==> src/rtl/rammodel_arb_pkg.sv <==
// Shared constants and helpers for the RAM-model read-port arbiter:
// select-width calculation and downstream ID prefix/extract functions.
package rammodel_arb_pkg;

  localparam logic [1:0] RESP_OKAY   = 2'b00;
  localparam logic [1:0] RESP_SLVERR = 2'b10;

  // Width of the master-index prefix; at least one bit even for a single master.
  function automatic int calc_sel_w(input int n);
    return (n > 2) ? $clog2(n) : 1;
  endfunction

  function automatic logic [31:0] id_prefix(input logic [31:0] sel,
                                            input logic [31:0] id,
                                            input int id_w);
    return (sel << id_w) | id;
  endfunction

  function automatic logic [31:0] id_extract_sel(input logic [31:0] rid,
                                                 input int id_w);
    return rid >> id_w;
  endfunction

endpackage

==> src/rtl/rammodel_rr_pick.sv <==
// Combinational round-robin picker: first requester after last_grant in
// cyclic order, reported as one-hot, index and any flag.
module rammodel_rr_pick #(
  parameter int N     = 2,
  parameter int SEL_W = 1
) (
  input  logic [N-1:0]     req,
  input  logic [SEL_W-1:0] last_grant,
  output logic [N-1:0]     grant,
  output logic [SEL_W-1:0] grant_idx,
  output logic             any_grant
);

  always_comb begin
    logic [SEL_W-1:0] cand;
    grant     = '0;
    grant_idx = '0;
    any_grant = 1'b0;
    cand      = '0;
    // Scan from farthest to nearest so the nearest requester is written last.
    for (int k = N; k >= 1; k--) begin
      cand = SEL_W'((int'(last_grant) + k) % N);
      if (req[cand]) begin
        grant_idx = cand;
        any_grant = 1'b1;
      end
    end
    if (any_grant) grant[grant_idx] = 1'b1;
  end

endmodule

==> src/rtl/rammodel_rd_arbiter.sv <==
// Round-robin AR arbiter with one-entry AR stage, per-master outstanding limit
// and ID-prefix R routing. Optional grant counters: RAMMODEL_RDARB_STATS_EN.
module rammodel_rd_arbiter
  import rammodel_arb_pkg::*;
#(
  parameter int NUM_MASTERS     = 2,
  parameter int ADDR_WIDTH      = 32,
  parameter int DATA_WIDTH      = 64,
  parameter int ID_WIDTH        = 4,
  parameter int MAX_OUTSTANDING = 4,
  localparam int SEL_W          = calc_sel_w(NUM_MASTERS)
) (
  input  logic                              aclk,
  input  logic                              areset,
  input  logic [NUM_MASTERS-1:0]            s_arvalid,
  output logic [NUM_MASTERS-1:0]            s_arready,
  input  logic [NUM_MASTERS*ADDR_WIDTH-1:0] s_araddr,
  input  logic [NUM_MASTERS*ID_WIDTH-1:0]   s_arid,
  input  logic [NUM_MASTERS*8-1:0]          s_arlen,
  output logic [NUM_MASTERS-1:0]            s_rvalid,
  input  logic [NUM_MASTERS-1:0]            s_rready,
  output logic [DATA_WIDTH-1:0]             s_rdata,
  output logic [1:0]                        s_rresp,
  output logic [ID_WIDTH-1:0]               s_rid,
  output logic                              s_rlast,
  output logic                              m_arvalid,
  input  logic                              m_arready,
  output logic [ADDR_WIDTH-1:0]             m_araddr,
  output logic [ID_WIDTH+SEL_W-1:0]         m_arid,
  output logic [7:0]                        m_arlen,
  input  logic                              m_rvalid,
  output logic                              m_rready,
  input  logic [DATA_WIDTH-1:0]             m_rdata,
  input  logic [1:0]                        m_rresp,
  input  logic [ID_WIDTH+SEL_W-1:0]         m_rid,
  input  logic                              m_rlast
`ifdef RAMMODEL_RDARB_STATS_EN
  ,
  output logic [NUM_MASTERS*32-1:0]         stat_grants
`endif
);

  localparam int CNT_W = $clog2(MAX_OUTSTANDING + 1);
  localparam int DID_W = ID_WIDTH + SEL_W;

  logic                    ar_valid_reg;
  logic [ADDR_WIDTH-1:0]   addr_reg;
  logic [DID_W-1:0]        id_reg;
  logic [7:0]              len_reg;
  logic [SEL_W-1:0]        last_grant_reg;
  logic [CNT_W-1:0]        outstanding_reg [NUM_MASTERS];

  logic [NUM_MASTERS-1:0]  eligible;
  logic [NUM_MASTERS-1:0]  gnt;
  logic [NUM_MASTERS-1:0]  r_done;
  logic [SEL_W-1:0]        gnt_idx;
  logic                    any_gnt;
  logic                    can_load;
  logic                    ar_hs;

  logic [ADDR_WIDTH-1:0]   pick_addr;
  logic [ID_WIDTH-1:0]     pick_id;
  logic [7:0]              pick_len;
  logic [31:0]             pick_did32;
  logic [DID_W-1:0]        pick_did;
  logic [31:0]             rsel32;
  logic [SEL_W-1:0]        rsel;
  logic                    unused_bits;

  // ---------------- AR arbitration ----------------
  genvar gi;
  generate
    for (gi = 0; gi < NUM_MASTERS; gi++) begin : g_elig
      assign eligible[gi] = s_arvalid[gi] &&
                            (outstanding_reg[gi] < CNT_W'(MAX_OUTSTANDING));
    end
  endgenerate

  rammodel_rr_pick #(
    .N     (NUM_MASTERS),
    .SEL_W (SEL_W)
  ) u_pick (
    .req        (eligible),
    .last_grant (last_grant_reg),
    .grant      (gnt),
    .grant_idx  (gnt_idx),
    .any_grant  (any_gnt)
  );

  // The stage can take a new request if empty or draining this cycle.
  assign can_load  = !ar_valid_reg || m_arready;
  assign s_arready = (areset || !can_load) ? '0 : gnt;
  assign ar_hs     = any_gnt && can_load && !areset;

  always_comb begin
    pick_addr = s_araddr[ADDR_WIDTH-1:0];
    pick_id   = s_arid[ID_WIDTH-1:0];
    pick_len  = s_arlen[7:0];
    for (int i = 0; i < NUM_MASTERS; i++) begin
      if (gnt_idx == SEL_W'(i)) begin
        pick_addr = s_araddr[i*ADDR_WIDTH +: ADDR_WIDTH];
        pick_id   = s_arid[i*ID_WIDTH +: ID_WIDTH];
        pick_len  = s_arlen[i*8 +: 8];
      end
    end
  end

  assign pick_did32 = id_prefix(32'(gnt_idx), 32'(pick_id), ID_WIDTH);
  assign pick_did   = pick_did32[DID_W-1:0];

  always_ff @(posedge aclk) begin
    if (areset) begin
      ar_valid_reg   <= 1'b0;
      addr_reg       <= '0;
      id_reg         <= '0;
      len_reg        <= '0;
      last_grant_reg <= SEL_W'(NUM_MASTERS - 1);
    end else begin
      if (ar_hs) begin
        ar_valid_reg   <= 1'b1;
        addr_reg       <= pick_addr;
        id_reg         <= pick_did;
        len_reg        <= pick_len;
        last_grant_reg <= gnt_idx;
      end else if (m_arready) begin
        ar_valid_reg   <= 1'b0;
      end
    end
  end

  assign m_arvalid = ar_valid_reg;
  assign m_araddr  = addr_reg;
  assign m_arid    = id_reg;
  assign m_arlen   = len_reg;

  // ---------------- R routing ----------------
  assign rsel32 = id_extract_sel(32'(m_rid), ID_WIDTH);
  assign rsel   = rsel32[SEL_W-1:0];
  assign unused_bits = ^{rsel32[31:SEL_W], pick_did32[31:DID_W]};

  assign s_rdata = m_rdata;
  assign s_rresp = m_rresp;
  assign s_rid   = m_rid[ID_WIDTH-1:0];
  assign s_rlast = m_rlast;

  // An index with no matching master leaves m_rready high, so the beat drains.
  always_comb begin
    m_rready = 1'b1;
    s_rvalid = '0;
    for (int i = 0; i < NUM_MASTERS; i++) begin
      if (rsel == SEL_W'(i)) begin
        m_rready    = s_rready[i];
        s_rvalid[i] = m_rvalid;
      end
    end
  end

  // ---------------- Outstanding-burst counters ----------------
  generate
    for (gi = 0; gi < NUM_MASTERS; gi++) begin : g_cnt
      logic inc;
      assign r_done[gi] = m_rvalid && m_rready && m_rlast && (rsel == SEL_W'(gi));
      assign inc        = s_arready[gi];

      always_ff @(posedge aclk) begin
        if (areset) begin
          outstanding_reg[gi] <= '0;
        end else if (inc && !r_done[gi]) begin
          outstanding_reg[gi] <= outstanding_reg[gi] + CNT_W'(1);
        end else if (r_done[gi] && !inc && (outstanding_reg[gi] != '0)) begin
          outstanding_reg[gi] <= outstanding_reg[gi] - CNT_W'(1);
        end
      end
    end
  endgenerate

`ifdef RAMMODEL_RDARB_STATS_EN
  generate
    for (gi = 0; gi < NUM_MASTERS; gi++) begin : g_stats
      logic [31:0] grants_reg;
      always_ff @(posedge aclk) begin
        if (areset) begin
          grants_reg <= '0;
        end else if (s_arready[gi]) begin
          grants_reg <= grants_reg + 32'd1;
        end
      end
      assign stat_grants[gi*32 +: 32] = grants_reg;
    end
  endgenerate
`endif

endmodule

==> config.mk <==
export PLATFORM = sky130hd
export DESIGN_NAME = rammodel_rd_arbiter
export DESIGN_NICKNAME = d
export VERILOG_FILES = /design/src/rtl/rammodel_arb_pkg.sv /design/src/rtl/rammodel_rr_pick.sv /design/src/rtl/rammodel_rd_arbiter.sv
export SDC_FILE = /design/constraint.sdc
export NUM_CORES = 1
export LEC_CHECK = 0
export BUFFER_PORTS_ARGS = -buffer_cell sky130_fd_sc_hd__buf_2
export CORE_AREA = 2 2 114 116
export DETAILED_ROUTE_END_ITERATION = 10
export DIE_AREA = 0 0 116 118
export SKIP_CTS_REPAIR_TIMING = 1
export SLEW_MARGIN = 15
export SYNTH_ARGS = -nofsm -noshare
export SYNTH_HDL_FRONTEND = slang
export SYNTH_SLANG_ARGS = --single-unit
==> constraint.sdc <==
create_clock -name aclk -period 4.5 [get_ports aclk]
set_input_delay 1.125 -clock aclk [delete_from_list [all_inputs] [get_ports aclk]]
set_output_delay 1.125 -clock aclk [all_outputs]
set_load 0.01 [all_outputs]
==> impl_results.md <==
* Peak Freq at 320 MHz
* N_diodes at 0
* Worst Path Arrival at 2.00 ns
* Die width at 116 um
* Crit share post-route at 69.4%
* Hold path cells at 1
* Initial antenna violation count at 0
* Slowest CP cell: a211o_4
* Vias in the first global route at 2130
* Root buffer cell: clkbuf_16
* Critical path cell sequence: buf_2, nor2b_1, a211o_4, nor2_8, buf_2
* Initial core utilization at 23.3%
* Syn Std Cell Area at 2890 um^2
* Power density cells at 340 nW/um^2
* Final net count at 526
* DRT iter0 DRCs at 67
* Setup ws final at 1.38 ns
* Die area at 13700 um^2
* Core ar. at 12400 um^2
* Max incr delay on CP at 0.39 ns
* # setup viols final at 0
* # clock sinks at 53
* Synth area leaders: dfxtp_1 (33%), buf_4 (20%), a221o_1 (15%)
* Area fraction of the dominant cell type after synthesis at 32.5%
* Syn avg cell area at 10.3 um^2
* Hold Vio Cnt, Final at 0
* Leak pwr at 1.60 nW
* H-tree lvl count at 2
* HP Class: reg -> reg
* Total gr overflow at 0
* CTS Buf Count at 5
* Most used cell, CP: buf_2
* Hold Path Sink: m_arid[4]$_SDFFE_PP0P_
* Chip Height at 118 um
* Footprint of the multi-input gates at 1130 um^2
* Area after DPL at 3240 um^2
* Rows at 41
* Final ANT Viol Nets at 0
* Placed Instances at 519
* Synth area leader: dfxtp_1
* Critical path required time at 3.38 ns
* Synth warn at 0
* Pre-CTS WS at 1.37 ns
* Layout cell share with drive strength beyond 1 at 46.8%
* Worst Reg-to-Reg Cells at 6
* Overall power at 1.15 mW
* Layout area overhead at 16.9%
* Top Ports at 290
* Post-Syn Nets at 453
* First-pass GRT wire length at 10.4 mm
* Buffers on Ports at 149
* Reg-to-reg setup timing slack at 2.39 ns
* Post-synthesis sequential area ratio at 38.7%
* Critical Path Fanout Max at 5
* Max FFs per register at 32
* Number of remaining DRC errors at 0
* Via count at 2295
* Routed WL per cell at 13.6 um
* Most frequent cells in the layout: buf_2 (149), dfxtp_1 (47), a221o_1 (44)
* GRT Util Overall at 9.62%
* Yosys reg bits at 53
* Cell Count, Final, Fillers Out at 527
* Reg2reg end: outstanding_reg[1][2]$_SDFFCE_PN0P_
* Status: finished, final reports clean
* Most common cell after layout, fill and taps aside: buf_2
* Worst-Margin Slew at 1.11 ns
* Crit Path Class: in -> out
* RSZ-0062 raised after global routing: false
* Design area at 3380 um^2
* GP Congestion at 0.705
* Crit path capture type: output port
* Pins Over Slew Limit at 0
* Max Cap Violations at 0
* Post-synthesis cell type count at 39
* CP startpoint kind: input port
* DRT Wirelength at 7.17 mm
* Router iterations before antenna repair at 4
* Worst R2R Start: outstanding_reg[0][2]$_DFFE_PP_
* Clock skew at 0.00448 ns
* Filler cells at 1321
* Slew Limit Headroom at 25.5%
* Minimum clock period at 3.12 ns
* Setup TNS at 0 ns
* Post-DP HPWL at 5.36 mm
* CTS tree: done
* Syn Inst Count at 281
* Hold path start: m_arid[4]$_SDFFE_PP0P_
* Clk buf depth at 2
* Worst setup startpoint: s_arvalid[0]
* Reg area at 1120 um^2
* Largest net degree at the start of global routing at 48
* Latest clock arrival within the worst-skew pair at 0.29 ns
* Reg clk slew, reported paths at 0.07 ns
* VDD IR-drop max at 0.117 mV
* Vias per cell at 4.35
routing by layer:
| layer | vias up | GRT usage [%] | share of wire, % | routed length (um) |
|---|---|---|---|---|
| li1 | 1082 | - | - | - |
| met1 | 1036 | 10.3 | 40 | 2830 |
| met2 | 136 | 16.1 | 46 | 3290 |
| met3 | 41 | 3.35 | 10 | 740 |
| met4 | 0 | 5.80 | 4.3 | 308 |
| met5 | - | 0 | 0 | 0 |
power by group:
group	total, mW	internal [mW]	switching (mW)
clock	0.381	0.207	0.174
sequential	0.551	0.525	0.0267
combinational	0.218	0.111	0.107
total	1.15	0.843	0.308
metrics by stage:
step	util (%)	hold WS, ns
after global routing	27.3	0.489
after CTS	27.3	0.464
final	27.3	0.471
after floorplan	-	0.497
after detailed placement	26.1	0.446
after global placement	26.1	0.429
cell families after synthesis:
logic type,count (synthesis),share of synthesized area (%)
buf+inv,90,22.5
simple gates,77,17.7
compound gates,53,17.6
flops,53,38.7
fa+ha+maj,4,1.99
mux,3,1.08
xor+xnor,1,0.303
final cells by class:
cell class	count	share of cell area, %
clock buffers	6	3.81
clock inverters	2	0.407
inverters	5	0.555
multi-input cells	138	33.3
flip-flops and latches	53	33.1
well taps	172	6.36
repair buffers	151	22.5
cells in the mapped netlist:
master	instances
nand2_1	3
a211o_1	1
and2_1	13
nor3_1	5
a21o_1	1
nand2b_4	1
fa_1	1
nor4b_1	1
nor2b_1	3
or3_1	2
a221o_1	44
nand4_1	1
nand3b_1	1
a211o_4	1
inv_1	5
a31oi_1	2
a21oi_1	2
o21ai_0	1
buf_4	76
clkbuf_1	1
nor2_2	1
mux2i_1	2
buf_6	3
nand2b_1	4
o2bb2ai_1	1
nor2b_2	1
and2_0	32
dfxtp_1	47
mux2_2	1
or3b_1	1
nor2_1	4
nor2_8	1
nor3b_2	1
nor4_4	1
ha_1	3
xnor2_1	1
edfxtp_1	6
and4b_1	1
buf_2	5
critical path: cells and delay by family:
| kind | cells | cell delay (ns) |
|---|---|---|
| simple gates | 2 | 0.23 |
| buf+inv | 2 | 0.25 |
| compound gates | 1 | 0.39 |
worst max-delay path by stage:
stage                               to  cells past startpoint
after floorplan           s_arready[1]                      4
after global placement    s_arready[1]                      5
after detailed placement  s_arready[1]                      5
after CTS                 s_arready[1]                      5
after global routing      s_arready[1]                      5
final                     s_arready[1]                      5
(Power assumes the default switching activity.)
